<file path="config.mk">
export PLATFORM = sky130hd
export DESIGN_NAME = sa_feeder
export DESIGN_NICKNAME = d
export VERILOG_FILES = /design/src/rtl/sa_pkg.sv /design/src/rtl/sa_skew_reg.sv /design/src/rtl/sa_feeder.sv
export SDC_FILE = /design/constraint.sdc
export NUM_CORES = 1
export LEC_CHECK = 0
export ABC_AREA = 1
export BUFFER_PORTS_ARGS = -buffer_cell sky130_fd_sc_hd__buf_4
export CAP_MARGIN = 20
export CORE_UTILIZATION = 50
export CTS_BUF_LIST = sky130_fd_sc_hd__clkbuf_2
export DETAILED_ROUTE_END_ITERATION = 12
export PLACE_DENSITY = 0.68
export SETUP_SLACK_MARGIN = 0.15
export SKIP_CTS_REPAIR_TIMING = 1
export SYNTH_ARGS = -nofsm -noshare
export SYNTH_HDL_FRONTEND = slang
export SYNTH_SLANG_ARGS = --single-unit
export TNS_END_PERCENT = 10
</file>
<file path="constraint.sdc">
create_clock -name clk -period 8 [get_ports clk]
set_clock_uncertainty 0.15 [all_clocks]
set_input_delay 2.4 -clock clk [delete_from_list [all_inputs] [get_ports clk]]
set_output_delay 2.4 -clock clk [all_outputs]
set_load 0.03 [all_outputs]
</file>
<file path="src/rtl/sa_pkg.sv">
// sa_pkg: shared state encoding and default sizing for the systolic-array feeder.
package sa_pkg;
  typedef enum logic [2:0] {S_IDLE, S_LOAD, S_CLR, S_FEED, S_DRAIN, S_RESULT} state_t;
  localparam int SA_DATA_W = 8;
  localparam int SA_DEPTH  = 8;
  localparam int SA_DRAIN  = 3;
endpackage

</file>
<file path="src/rtl/sa_skew_reg.sv">
// sa_skew_reg: one-cycle delay register with synchronous clear, used for row-1/column-1 skew.
module sa_skew_reg
  import sa_pkg::*;
(
  input  logic                 clk,
  input  logic                 rst,
  input  logic [SA_DATA_W-1:0] d,
  output logic [SA_DATA_W-1:0] q
);
  always_ff @(posedge clk) q <= rst ? '0 : d;
endmodule

</file>
<file path="src/rtl/sa_feeder.sv">
// sa_feeder: buffers a job of operand beats and replays them skewed into a 2x2 systolic array.
// Optional SA_FEEDER_JOBCNT_EN adds a 16-bit completed-job counter output.
module sa_feeder
  import sa_pkg::*;
#(
  parameter int DEPTH = SA_DEPTH,
  parameter int DRAIN = SA_DRAIN
) (
  input  logic                 clk,
  input  logic                 rst,
  input  logic                 in_valid,
  output logic                 in_ready,
  input  logic [SA_DATA_W-1:0] in_a0,
  input  logic [SA_DATA_W-1:0] in_a1,
  input  logic [SA_DATA_W-1:0] in_b0,
  input  logic [SA_DATA_W-1:0] in_b1,
  input  logic                 in_last,
  output logic                 clear,
  output logic [SA_DATA_W-1:0] din0,
  output logic [SA_DATA_W-1:0] din1,
  output logic [SA_DATA_W-1:0] win0,
  output logic [SA_DATA_W-1:0] win1,
  input  logic [SA_DATA_W-1:0] sa_out,
  output logic                 res_valid,
  input  logic                 res_ready,
  output logic [SA_DATA_W-1:0] res_data,
  output logic                 busy
`ifdef SA_FEEDER_JOBCNT_EN
  ,
  output logic [15:0]          job_count
`endif
);
  localparam int PW = $clog2(DEPTH + 1);
  localparam int AW = DEPTH > 1 ? $clog2(DEPTH) : 1;
  localparam int CW = DRAIN > 1 ? $clog2(DRAIN) : 1;
  state_t state_q, state_d;
  logic [PW-1:0] wp_q, wp_d, f_q, f_d, wr_idx;
  logic [CW-1:0] dc_q, dc_d;
  logic [4*SA_DATA_W-1:0] mem_q [DEPTH];
  logic accept, last, drain_end, feed_d, feed_q, clear_q, clear_d, res_valid_q, res_valid_d;
  logic [SA_DATA_W-1:0] din0_q, din0_d, win0_q, win0_d, row1_d, col1_d, res_data_q, res_data_d;
  assign in_ready  = state_q == S_IDLE || state_q == S_LOAD;
  assign busy      = state_q != S_IDLE;
  assign accept    = in_valid && in_ready;
  assign wr_idx    = state_q == S_IDLE ? '0 : wp_q;
  assign last      = in_last || wr_idx == PW'(DEPTH - 1);
  assign drain_end = state_q == S_DRAIN && dc_q == CW'(DRAIN - 1);
  always_comb begin
    state_d = state_q;
    wp_d    = wp_q;
    f_d     = f_q;
    dc_d    = dc_q;
    case (state_q)
      S_IDLE, S_LOAD: if (accept) begin
        wp_d    = wr_idx + 1'b1;
        state_d = last ? S_CLR : S_LOAD;
      end
      S_CLR: begin
        state_d = S_FEED;
        f_d     = '0;
      end
      S_FEED: if (f_q == wp_q) begin
        state_d = S_DRAIN;
        dc_d    = '0;
      end else f_d = f_q + 1'b1;
      S_DRAIN: if (drain_end) state_d = S_RESULT; else dc_d = dc_q + 1'b1;
      S_RESULT: if (res_ready) state_d = S_IDLE;
      default: state_d = S_IDLE;
    endcase
    // row 0 is registered from the upcoming slot; row 1 taps the current slot and the skew reg delays it
    feed_d      = state_d == S_FEED && f_d < wp_d;
    feed_q      = state_q == S_FEED && f_q < wp_q;
    din0_d      = feed_d ? mem_q[AW'(f_d)][31:24] : '0;
    win0_d      = feed_d ? mem_q[AW'(f_d)][15:8] : '0;
    row1_d      = feed_q ? mem_q[AW'(f_q)][23:16] : '0;
    col1_d      = feed_q ? mem_q[AW'(f_q)][7:0] : '0;
    clear_d     = state_d == S_CLR;
    res_valid_d = state_d == S_RESULT;
    res_data_d  = drain_end ? sa_out : res_data_q;
  end
  always_ff @(posedge clk) begin
    if (rst) begin
      state_q     <= S_IDLE;
      wp_q        <= '0;
      f_q         <= '0;
      dc_q        <= '0;
      clear_q     <= 1'b0;
      din0_q      <= '0;
      win0_q      <= '0;
      res_valid_q <= 1'b0;
      res_data_q  <= '0;
    end else begin
      state_q     <= state_d;
      wp_q        <= wp_d;
      f_q         <= f_d;
      dc_q        <= dc_d;
      clear_q     <= clear_d;
      din0_q      <= din0_d;
      win0_q      <= win0_d;
      res_valid_q <= res_valid_d;
      res_data_q  <= res_data_d;
    end
  end
  always_ff @(posedge clk) if (accept) mem_q[AW'(wr_idx)] <= {in_a0, in_a1, in_b0, in_b1};
  sa_skew_reg u_row1 (.clk(clk), .rst(rst), .d(row1_d), .q(din1));
  sa_skew_reg u_col1 (.clk(clk), .rst(rst), .d(col1_d), .q(win1));
  assign clear     = clear_q;
  assign din0      = din0_q;
  assign win0      = win0_q;
  assign res_valid = res_valid_q;
  assign res_data  = res_data_q;
`ifdef SA_FEEDER_JOBCNT_EN
  logic [15:0] jc_q, jc_d;
  assign jc_d = jc_q + 16'(res_valid_q && res_ready);
  always_ff @(posedge clk) jc_q <= rst ? '0 : jc_d;
  assign job_count = jc_q;
`endif
endmodule

</file>
==> results.cfg <==
[status]
status = complete, no violations

[logic_synthesis]
synth_compound_area_share_pct = 5.91
yosys_warnings = 0
synth_top_family_by_area = simple AND/OR/NAND/NOR gates
synth_cell_types = 29
synth-simple-area-share_pct = 17.1
synth_area_leader_cell = edfxtp_1
netlist.area_leader.share_pct = 60.5
ys_ff_latch = 311
synth.cell_area_sq_um = 12700
synthAdderAreaFrac_pct = 0.887
synthMuxAreaShare_pct = 0
netlist_top_cells_area = edfxtp_1 (61%), dfxtp_1 (8.7%), nand2_1 (5.1%)
synth_fp_nets = 1207
synth_cells = 1153
synth_xor_area_share_pct = 0
seq_area_frac_synth_pct = 69.2
postSynthAreaPerCell_sq_um = 11.0

[global_routing]
track_usage_pct = 21.8
grt_pass1_wl_microns = 43900
grt_pass1_vias = 8443
grt-ovfl-total = 0
grt_max_degree = 70
antenna_found_initial = 1

[layout]
layout.nets = 1326
n_fill_cell = 2051
final_cells = 1660
final_area_sq_um = 14500
area_delta_synth_final_pct = 14.0
drive_gt1_share_pct = 20.5

[setup_path]
worstPathMaxFanout = 20
cp-start-kind = input pin
critPathRequiredTime_ns = 8.61
cpMaxStageDelayCell = nor2_4
cp_num_buf_inv = 2
crit_type = in2reg
worstSetupEndpointType = register
cp_common_cell = nor2_1
path_delay_family = simple AND/OR/NAND/NOR gates
path_cells = buf_4 -> nand3_2 -> nor2_4 -> buf_16 -> nor2_1 -> a21oi_1 -> ha_1 -> a211o_1 -> nor2_1 -> nand2_1 -> nor2_1 -> nand2_2 -> a21oi_1
arrival_ns = 5.07
slowest_delay_ns = 0.52

[timing]
grt_setup_unrepaired = no
worst_slew_pin_slew_ns = 0.815
period_minus_slack_ns = 4.46
finalMaxSlewViolations = 0
finalHoldViolCount = 0
fin_setup_tns_ns = 0
min_period_over_period_pct = 55.8
fmax_mhz = 224
finalSetupViolCount = 0
slew_headroom_pct = 45.7
hold_slack_ns = 0.319

[floorplanning]
num_rows = 57
core_sq_um = 24600
die_area_sq_um = 26000
start_util_pct = 51.6
chipWidth_microns = 161
ios = 89
die_y_microns = 161

[drt]
vias_per_cell = 5.27
drt-wirelength-per-cell_microns = 16.7
drcViolationCount = 0
firstDrtPassIters = 5
vias = 8747
first_iter_violations = 770
ant_nets = 0
routed_wl_microns = 27800

[clocking]
clock_insertion_delay_worst_skew_ns = 0.84
numCtsBuffers = 75
htreeDepth = 3
clock-sinks = 311
cts_root_buf = clkbuf_2
clkTransAtPathRegs_ns = 0.09
clk_path_buf_depth = 3
cts_tree = done

[placement]
dpl.hpwl_microns = 14600
gp_congestion = 0.855
placedCellCount = 1518
placed_cell_area_sq_um = 13700
place.port_buffers = 88

[worst_hold_path]
min_path_type = reg2reg

[flow_run]
drv_cap = 0

[pwr]
worst_ir_drop_vdd_mv = 0.0911
powerDensity_nw_per_um2 = 219
p_leak_nw = 5.96
==> area by class of cell <==
| class | instances | area [sq um] | share of cell area [%] |
|---|---|---|---|
| Sequential cell | 311 | 8790 | 60.7 |
| Multi-Input combinational cell | 616 | 3100 | 21.4 |
| Timing Repair Buffer | 108 | 843 | 5.82 |
| Inverter | 160 | 601 | 4.15 |
| Clock buffer | 117 | 586 | 4.04 |
| Tap cell | 324 | 405 | 2.80 |
| Clock inverter | 23 | 154 | 1.06 |
| Antenna cell | 1 | 2.50 | 0.0173 |
==> per-stage QoR <==
step	worst slack, ns	utilization (%)	total power, mW
6_report	3.54	58.9	3.17
5_1_grt	3.32	58.9	3.31
4_1_cts	3.34	58.7	3.20
3_5_place_dp	2.44	55.7	2.13
3_3_place_gp	2.52	55.6	2.12
2_1_floorplan	1.50	-	2.03
==> routing by layer <==
layer,global-route usage (%),wire (microns)
met5,0,0
met4,9.56,572
met3,4.78,1830
met2,34.0,12900
met1,29.5,12400
==> synth_stat cells <==
| cell | count |
|---|---|
| inv_1 | 153 |
| a21oi_2 | 10 |
| edfxtp_1 | 256 |
| nand4_1 | 66 |
| a21oi_1 | 20 |
| nor2_2 | 3 |
| a211o_1 | 1 |
| o32ai_1 | 32 |
| dfxtp_1 | 55 |
| nor3_2 | 1 |
| inv_2 | 7 |
| nor4_1 | 2 |
| nor4_2 | 1 |
| nor3_1 | 3 |
| nor3b_4 | 1 |
| nand2_1 | 173 |
| nand3_2 | 1 |
| nor2_1 | 152 |
| o21ai_0 | 51 |
| clkbuf_1 | 37 |
| o21bai_1 | 1 |
| nand2_2 | 4 |
| a31oi_1 | 1 |
| ha_1 | 9 |
| o21ai_1 | 1 |
| buf_6 | 1 |
| nand3_1 | 83 |
| buf_2 | 19 |
| buf_1 | 9 |
==> state kept, by name, summed over array words and instances (netlist names) <==
name       cells
res_data       8
f_q            4
res_valid      1
mem_q        256
clear          1
din0           8
state_q        3
u_row1.q       8
wp_q           4
win0           8
dc_q           2
u_col1.q       8
==> final timing paths <==
kind               start          end  slack (ns)  cells past startpoint
max             in_valid      din0[0]        3.54                     13
max reg2reg       f_q[0]      din0[0]        3.66                     16
min          res_data[6]  res_data[6]        0.32                      2
min reg2reg  res_data[6]  res_data[6]        0.32                      2
==> power breakdown <==
group / switching [mW] / total [mW] / internal (mW)
logic: 0.206 / 0.293 / 0.0872
registers: 0.0113 / 1.80 / 1.79
clock network: 0.620 / 1.07 / 0.454
total: 0.837 / 3.17 / 2.33
==> tightest hold or removal path: cells and delay by family (launching register included) <==
| kind | cells | cell delay [ns] |
|---|---|---|
| compound gates | 1 | 0.05 |
| flops | 1 | 0.32 |
| simple gates | 1 | 0.06 |
==> cell usage in the layout (no fill, tap or decap), types with 5 or more instances in the layout <==
master / Yosys / final
a21oi_1: 20 / 20
clkbuf_2: 0 / 117
inv_1: 153 / 152
o32ai_1: 32 / 32
nand4_1: 66 / 66
buf_4: 0 / 106
inv_2: 7 / 9
dfxtp_1: 55 / 53
nand2_1: 173 / 172
ha_1: 9 / 9
nand2_2: 4 / 5
nand3_1: 83 / 81
o21ai_0: 51 / 51
nor2_1: 152 / 146
clkinv_1: 0 / 15
a21oi_2: 10 / 10
edfxtp_1: 256 / 256
nor2_4: 0 / 6
==> cells by family (layout without fill, tap and decap cells) <==
group,Yosys count,count (layout)
AOI/OAI and AO/OA,117,117
adders and majority gates,9,9
buffers and inverters,226,408
DFF,311,311
other,0,1
and+or+nand+nor,490,490
No activity file was read; power rests on OpenSTA's default activity.
